### src/rtl/reg_accum_pkg.sv
// Shared types, default sizes and parameter sanity check for the block accumulator.
package reg_accum_pkg;

    typedef enum logic {
        ACCUM = 1'b0,
        HOLD  = 1'b1
    } state_e;

    localparam int unsigned DEF_DATA_W    = 8;
    localparam int unsigned DEF_ACC_W     = 12;
    localparam int unsigned DEF_BLOCK_LEN = 4;

    // Legal configuration: sum at least as wide as a sample, at least two samples per block.
    function automatic bit widths_ok(input int unsigned data_w,
                                     input int unsigned acc_w,
                                     input int unsigned block_len);
        return (acc_w >= data_w) && (block_len >= 2);
    endfunction

endpackage

### src/rtl/reg_accum_add.sv
// Zero-extending accumulator adder; saturates and flags overflow when
// REG_ACCUM_SAT_EN is defined, wraps otherwise. Feeds registers only.
module reg_accum_add
    import reg_accum_pkg::*;
#(
    parameter int unsigned DATA_W = DEF_DATA_W,
    parameter int unsigned ACC_W  = DEF_ACC_W
) (
    input  logic [ACC_W-1:0]  acc,
    input  logic [DATA_W-1:0] data,
`ifdef REG_ACCUM_SAT_EN
    output logic              ovf_c,
`endif
    output logic [ACC_W-1:0]  sum_c
);

`ifdef REG_ACCUM_SAT_EN
    logic [ACC_W:0] full_c;

    // One extra bit catches the carry that triggers saturation.
    assign full_c = {1'b0, acc} + (ACC_W+1)'(data);
    assign ovf_c  = full_c[ACC_W];
    assign sum_c  = full_c[ACC_W] ? {ACC_W{1'b1}} : full_c[ACC_W-1:0];
`else
    assign sum_c  = acc + ACC_W'(data);
`endif

endmodule

### src/rtl/reg_accum_reader.sv
// Registered block accumulator: sums BLOCK_LEN samples and holds the sum until
// taken downstream. Optional saturation via REG_ACCUM_SAT_EN.
module reg_accum_reader
    import reg_accum_pkg::*;
#(
    parameter  int unsigned DATA_W    = DEF_DATA_W,
    parameter  int unsigned ACC_W     = DEF_ACC_W,
    parameter  int unsigned BLOCK_LEN = DEF_BLOCK_LEN,
    localparam int unsigned CNT_W     = $clog2(BLOCK_LEN)
) (
    input  logic              i_clk,
    input  logic              i_rst_n,
    input  logic              i_valid,
    output logic              o_ready,
    input  logic [DATA_W-1:0] i_data,
    output logic              o_valid,
    input  logic              i_ready,
    output logic [ACC_W-1:0]  o_data,
    output logic [CNT_W-1:0]  o_count,
    output logic              o_A,
    output logic              o_ovf
);

    localparam logic [CNT_W-1:0] LAST_CNT = CNT_W'(BLOCK_LEN - 1);

    state_e            state_q, state_n;
    logic [ACC_W-1:0]  acc_q, acc_n;
    logic [CNT_W-1:0]  cnt_q, cnt_n;
    logic              valid_n, ready_n, a_n;
    logic [ACC_W-1:0]  data_n;
    logic [ACC_W-1:0]  sum_c;
    logic              take_c;

`ifdef REG_ACCUM_SAT_EN
    logic ovf_c;
    logic sticky_q, sticky_n;
    logic ovf_q, ovf_n;
`endif

    reg_accum_add #(
        .DATA_W (DATA_W),
        .ACC_W  (ACC_W)
    ) u_add (
        .acc    (acc_q),
        .data   (i_data),
`ifdef REG_ACCUM_SAT_EN
        .ovf_c  (ovf_c),
`endif
        .sum_c  (sum_c)
    );

    assign take_c  = i_valid & o_ready;
    assign o_count = cnt_q;

    // Next-state and next-output decode; everything lands in flops below.
    always_comb begin
        state_n = state_q;
        acc_n   = acc_q;
        cnt_n   = cnt_q;
        valid_n = o_valid;
        data_n  = o_data;
        a_n     = o_A;
`ifdef REG_ACCUM_SAT_EN
        sticky_n = sticky_q;
        ovf_n    = ovf_q;
`endif
        case (state_q)
            ACCUM: begin
                if (take_c) begin
                    if (cnt_q == LAST_CNT) begin
                        data_n  = sum_c;
                        valid_n = 1'b1;
                        acc_n   = '0;
                        cnt_n   = '0;
                        state_n = HOLD;
`ifdef REG_ACCUM_SAT_EN
                        ovf_n    = sticky_q | ovf_c;
                        sticky_n = 1'b0;
`endif
                    end else begin
                        acc_n = sum_c;
                        cnt_n = cnt_q + CNT_W'(1);
`ifdef REG_ACCUM_SAT_EN
                        sticky_n = sticky_q | ovf_c;
`endif
                    end
                end
            end
            HOLD: begin
                if (i_ready) begin
                    valid_n = 1'b0;
                    a_n     = ~o_A;
                    state_n = ACCUM;
                end
            end
            default: state_n = ACCUM;
        endcase
        // Ready is a pure decode of the registered state, never of i_valid/i_ready.
        ready_n = (state_n == ACCUM);
    end

    always_ff @(posedge i_clk or negedge i_rst_n) begin
        if (!i_rst_n) begin
            state_q <= ACCUM;
            acc_q   <= '0;
            cnt_q   <= '0;
            o_valid <= 1'b0;
            o_data  <= '0;
            o_A     <= 1'b0;
            o_ready <= 1'b0;
`ifdef REG_ACCUM_SAT_EN
            sticky_q <= 1'b0;
            ovf_q    <= 1'b0;
`endif
        end else begin
            state_q <= state_n;
            acc_q   <= acc_n;
            cnt_q   <= cnt_n;
            o_valid <= valid_n;
            o_data  <= data_n;
            o_A     <= a_n;
            o_ready <= ready_n;
`ifdef REG_ACCUM_SAT_EN
            sticky_q <= sticky_n;
            ovf_q    <= ovf_n;
`endif
        end
    end

`ifdef REG_ACCUM_SAT_EN
    assign o_ovf = ovf_q;
`else
    assign o_ovf = 1'b0;
`endif

    param_check: assert property (@(posedge i_clk) widths_ok(DATA_W, ACC_W, BLOCK_LEN));

endmodule

### config.mk
export PLATFORM = sky130hd
export DESIGN_NAME = reg_accum_reader
export DESIGN_NICKNAME = d
export VERILOG_FILES = /design/src/rtl/reg_accum_pkg.sv /design/src/rtl/reg_accum_add.sv /design/src/rtl/reg_accum_reader.sv
export SDC_FILE = /design/constraint.sdc
export NUM_CORES = 1
export LEC_CHECK = 0
export BUFFER_PORTS_ARGS = -buffer_cell sky130_fd_sc_hd__buf_2
export CELL_PAD_IN_SITES_DETAIL_PLACEMENT = 0
export CELL_PAD_IN_SITES_GLOBAL_PLACEMENT = 1
export CORE_MARGIN = 2
export CORE_UTILIZATION = 45
export DETAILED_ROUTE_END_ITERATION = 10
export PLACE_DENSITY = 0.88
export SLEW_MARGIN = 40
export SYNTH_ARGS = -nofsm -noshare
export SYNTH_HDL_FRONTEND = slang
export SYNTH_HIERARCHICAL = 1
export SYNTH_SLANG_ARGS = --single-unit
export TNS_END_PERCENT = 10
### constraint.sdc
create_clock -name i_clk -period 5.7 [get_ports i_clk]
set_clock_uncertainty 0.05 [all_clocks]
set_input_delay 1.14 -clock i_clk [delete_from_list [all_inputs] [get_ports i_clk]]
set_output_delay 1.14 -clock i_clk [all_outputs]
set_load 0.05 [all_outputs]
==> reports/qor.yml <==
status: "completed"
clk_path_buf_depth: 2
drc_errors: 0
synth_area_per_cell_sq_um: 11.8
fp.dieH_um: 67.6
h-tree-depth: 2
critPathMaxFanout: 3
synth_area_sq_um: 1820
crit_path_top_delay_cell: "fa_1"
synthTopCellsByCount: "dfrtp_1 (30), mux2_2 (16), nor2b_1 (12)"
crit_path_start_kind: "input pin"
drtPass1Iterations: 4
dieArea_sq_um: 4570
yosysWarnings: 6
slew_violations: 0
overflow: 0
ios: 30
rows: 23
post_drt_wl_per_cell_um: 15.4
drt_iter0_drc: 33
reg2reg_depth: 8
gp_congestion: 0.774
final.setup.tns_ps: 0
crit_path_cell_trace: "buf_2 -> ha_1 -> fa_1 -> a211oi_2 -> o21bai_1 -> a211oi_1 -> a21oi_1 -> nor2b_1 -> mux2_4"
synth_ff_type: "dfrtp_1"
max_stage_delay_ps: 450
finalCriticalPeriod_ps: 2980
async_reset_ff_frac: 1.00
rsz0062_at_grt: "false"
grt_pass1_wl_um: 5910
initial_core_util: 0.461
critical-path-top-delay-family: "compound AO/OA/AOI/OAI gates"
worstPathRequired_ps: 5810
synth_seq_cells: 30
first_global_vias: 1274
postCtsSetupBuffers: 0
routed_via_density: 5.33
synth.distinct_cells: 43
crit_path_end_kind: "register"
drive_above_1_share: 0.397
core_sq_um: 3940
yosys-top-cells-area: "dfrtp_1 (41%), mux2_2 (9.9%), mux2_4 (8.3%)"
arrival_ps: 3100
reg2reg_from: "acc_q[0]"
r2r_slack_ps: 3280
relSlewSlack: 0.541
critical_path_depth: 9
area_delta_synth_final_pct: 12.8
clk-insertion-delay-late_ps: 270
numCtsBuffers: 5
synth_edf_count: 0
diodes: 0
synthCells: 154
cts-hold-fix-buffers: 0
fmax_ghz: 0.335
grt_usage: 0.175
syn_nets: 176
grt_max_degree: 31
synth_top_cell_area_share: 0.413
cts_num_sinks: 30
hp-class: "register to register"
setup_viol: 0
ctsResizeCount: 0
post-synth-top-count-cell: "dfrtp_1"
io_buffers: 28
grt_antenna_before_repair: 0
nNetsFinal: 205
synth_top_cell_by_area: "dfrtp_1"
startpoint: "i_data[0]"
r2r_end: "acc_q[6]"
drv_cap: 0
yosysSeqAreaShare: 0.413
tightest_slew_ps: 688
cts_tree: "yes"
critPathBufInv: 1
ant_nets: 0
wirelength_um: 3610
clk_pin_slew_ps: 70
period_share: 0.523
dp_hpwl_um: 2520
num_vias: 1247
cts_root_buffer: "clkbuf_8"
crit_path_end: "acc_q[6]"
die_w_um: 67.6
critPathKind: "input pin to register"
hold_violations: 0
-- placed cells by master (no fill, tap or decap), types with 2 or more instances in the layout --
master,Yosys,layout
nand4_1,2,2
and3_1,2,2
buf_2,1,28
nor2b_1,12,12
o21ai_2,2,2
o21bai_1,2,2
nand3_1,3,3
a31oi_1,2,2
inv_1,5,5
nor2_1,6,6
a211oi_2,2,2
clkbuf_8,0,6
a211oi_1,2,2
xnor2_1,6,6
nand2_1,9,9
dfrtp_1,30,30
o21ai_0,3,3
a21oi_1,5,5
ha_1,9,9
mux2_2,16,16
mux2_4,10,10
-- per-stage QoR --
stage / setup WS [ps] / instance area (sq um) / hold WS (ps) / instances / utilization
final: 2720 / 2050 / 432 / 234 / 0.520
after global placement: 2500 / 1960 / 410 / 226 / 0.497
after CTS: 2750 / 2050 / 430 / 234 / 0.520
after floorplan: 2730 / 1820 / 437 / 154 / -
after global routing: 2600 / 2050 / 443 / 234 / 0.520
after detailed placement: 2450 / 1960 / 416 / 226 / 0.497
-- cell type report --
class	count	area, sq um
Inverter	5	18.8
Timing Repair Buffer	28	140
Sequential cell	30	751
Fill cell	345	1890
Multi-Input combinational cell	113	988
Clock inverter	1	5.00
Tap cell	50	62.6
Clock buffer	7	86.3
-- metal layers --
metal	GRT usage	up-vias	share of wire
met5	0	-	0
li1	-	608	-
met3	0.0400	2	0.033
met1	0.227	614	0.46
met4	0.0689	0	0.0069
met2	0.281	23	0.50
-- kinds of logic after synthesis --
kind of cell,after synthesis,synth area share
compound gates,28,0.121
buf+inv,11,0.0447
simple gates,41,0.131
flops,30,0.413
mux,26,0.182
fa+ha+maj,10,0.0729
other cells,1,0.00206
xor+xnor,7,0.0337
-- sequential cells by signal, indices dropped and copies added, names as in the netlist --
| signal | cells |
|---|---|
| o_ready | 1 |
| o_valid | 1 |
| o_A | 1 |
| o_count | 2 |
| acc_q | 12 |
| state_q | 1 |
| o_data | 12 |
-- how the worst min path moves through the flow --
| stage | startpoint | slack [ps] | to | cells past startpoint |
|---|---|---|---|---|
| 4_1_cts | o_A | 430 | o_A | 1 |
| 5_1_grt | o_A | 440 | o_A | 1 |
| 6_report | o_A | 430 | o_A | 1 |
| 2_1_floorplan | acc_q[0] | 440 | acc_q[0] | 1 |
| 3_3_place_gp | o_A | 410 | o_A | 1 |
| 3_5_place_dp | o_A | 420 | o_A | 1 |
Power is not shown: default switching activity piles up to over one toggle a cycle in this logic, so the estimate is an artifact.
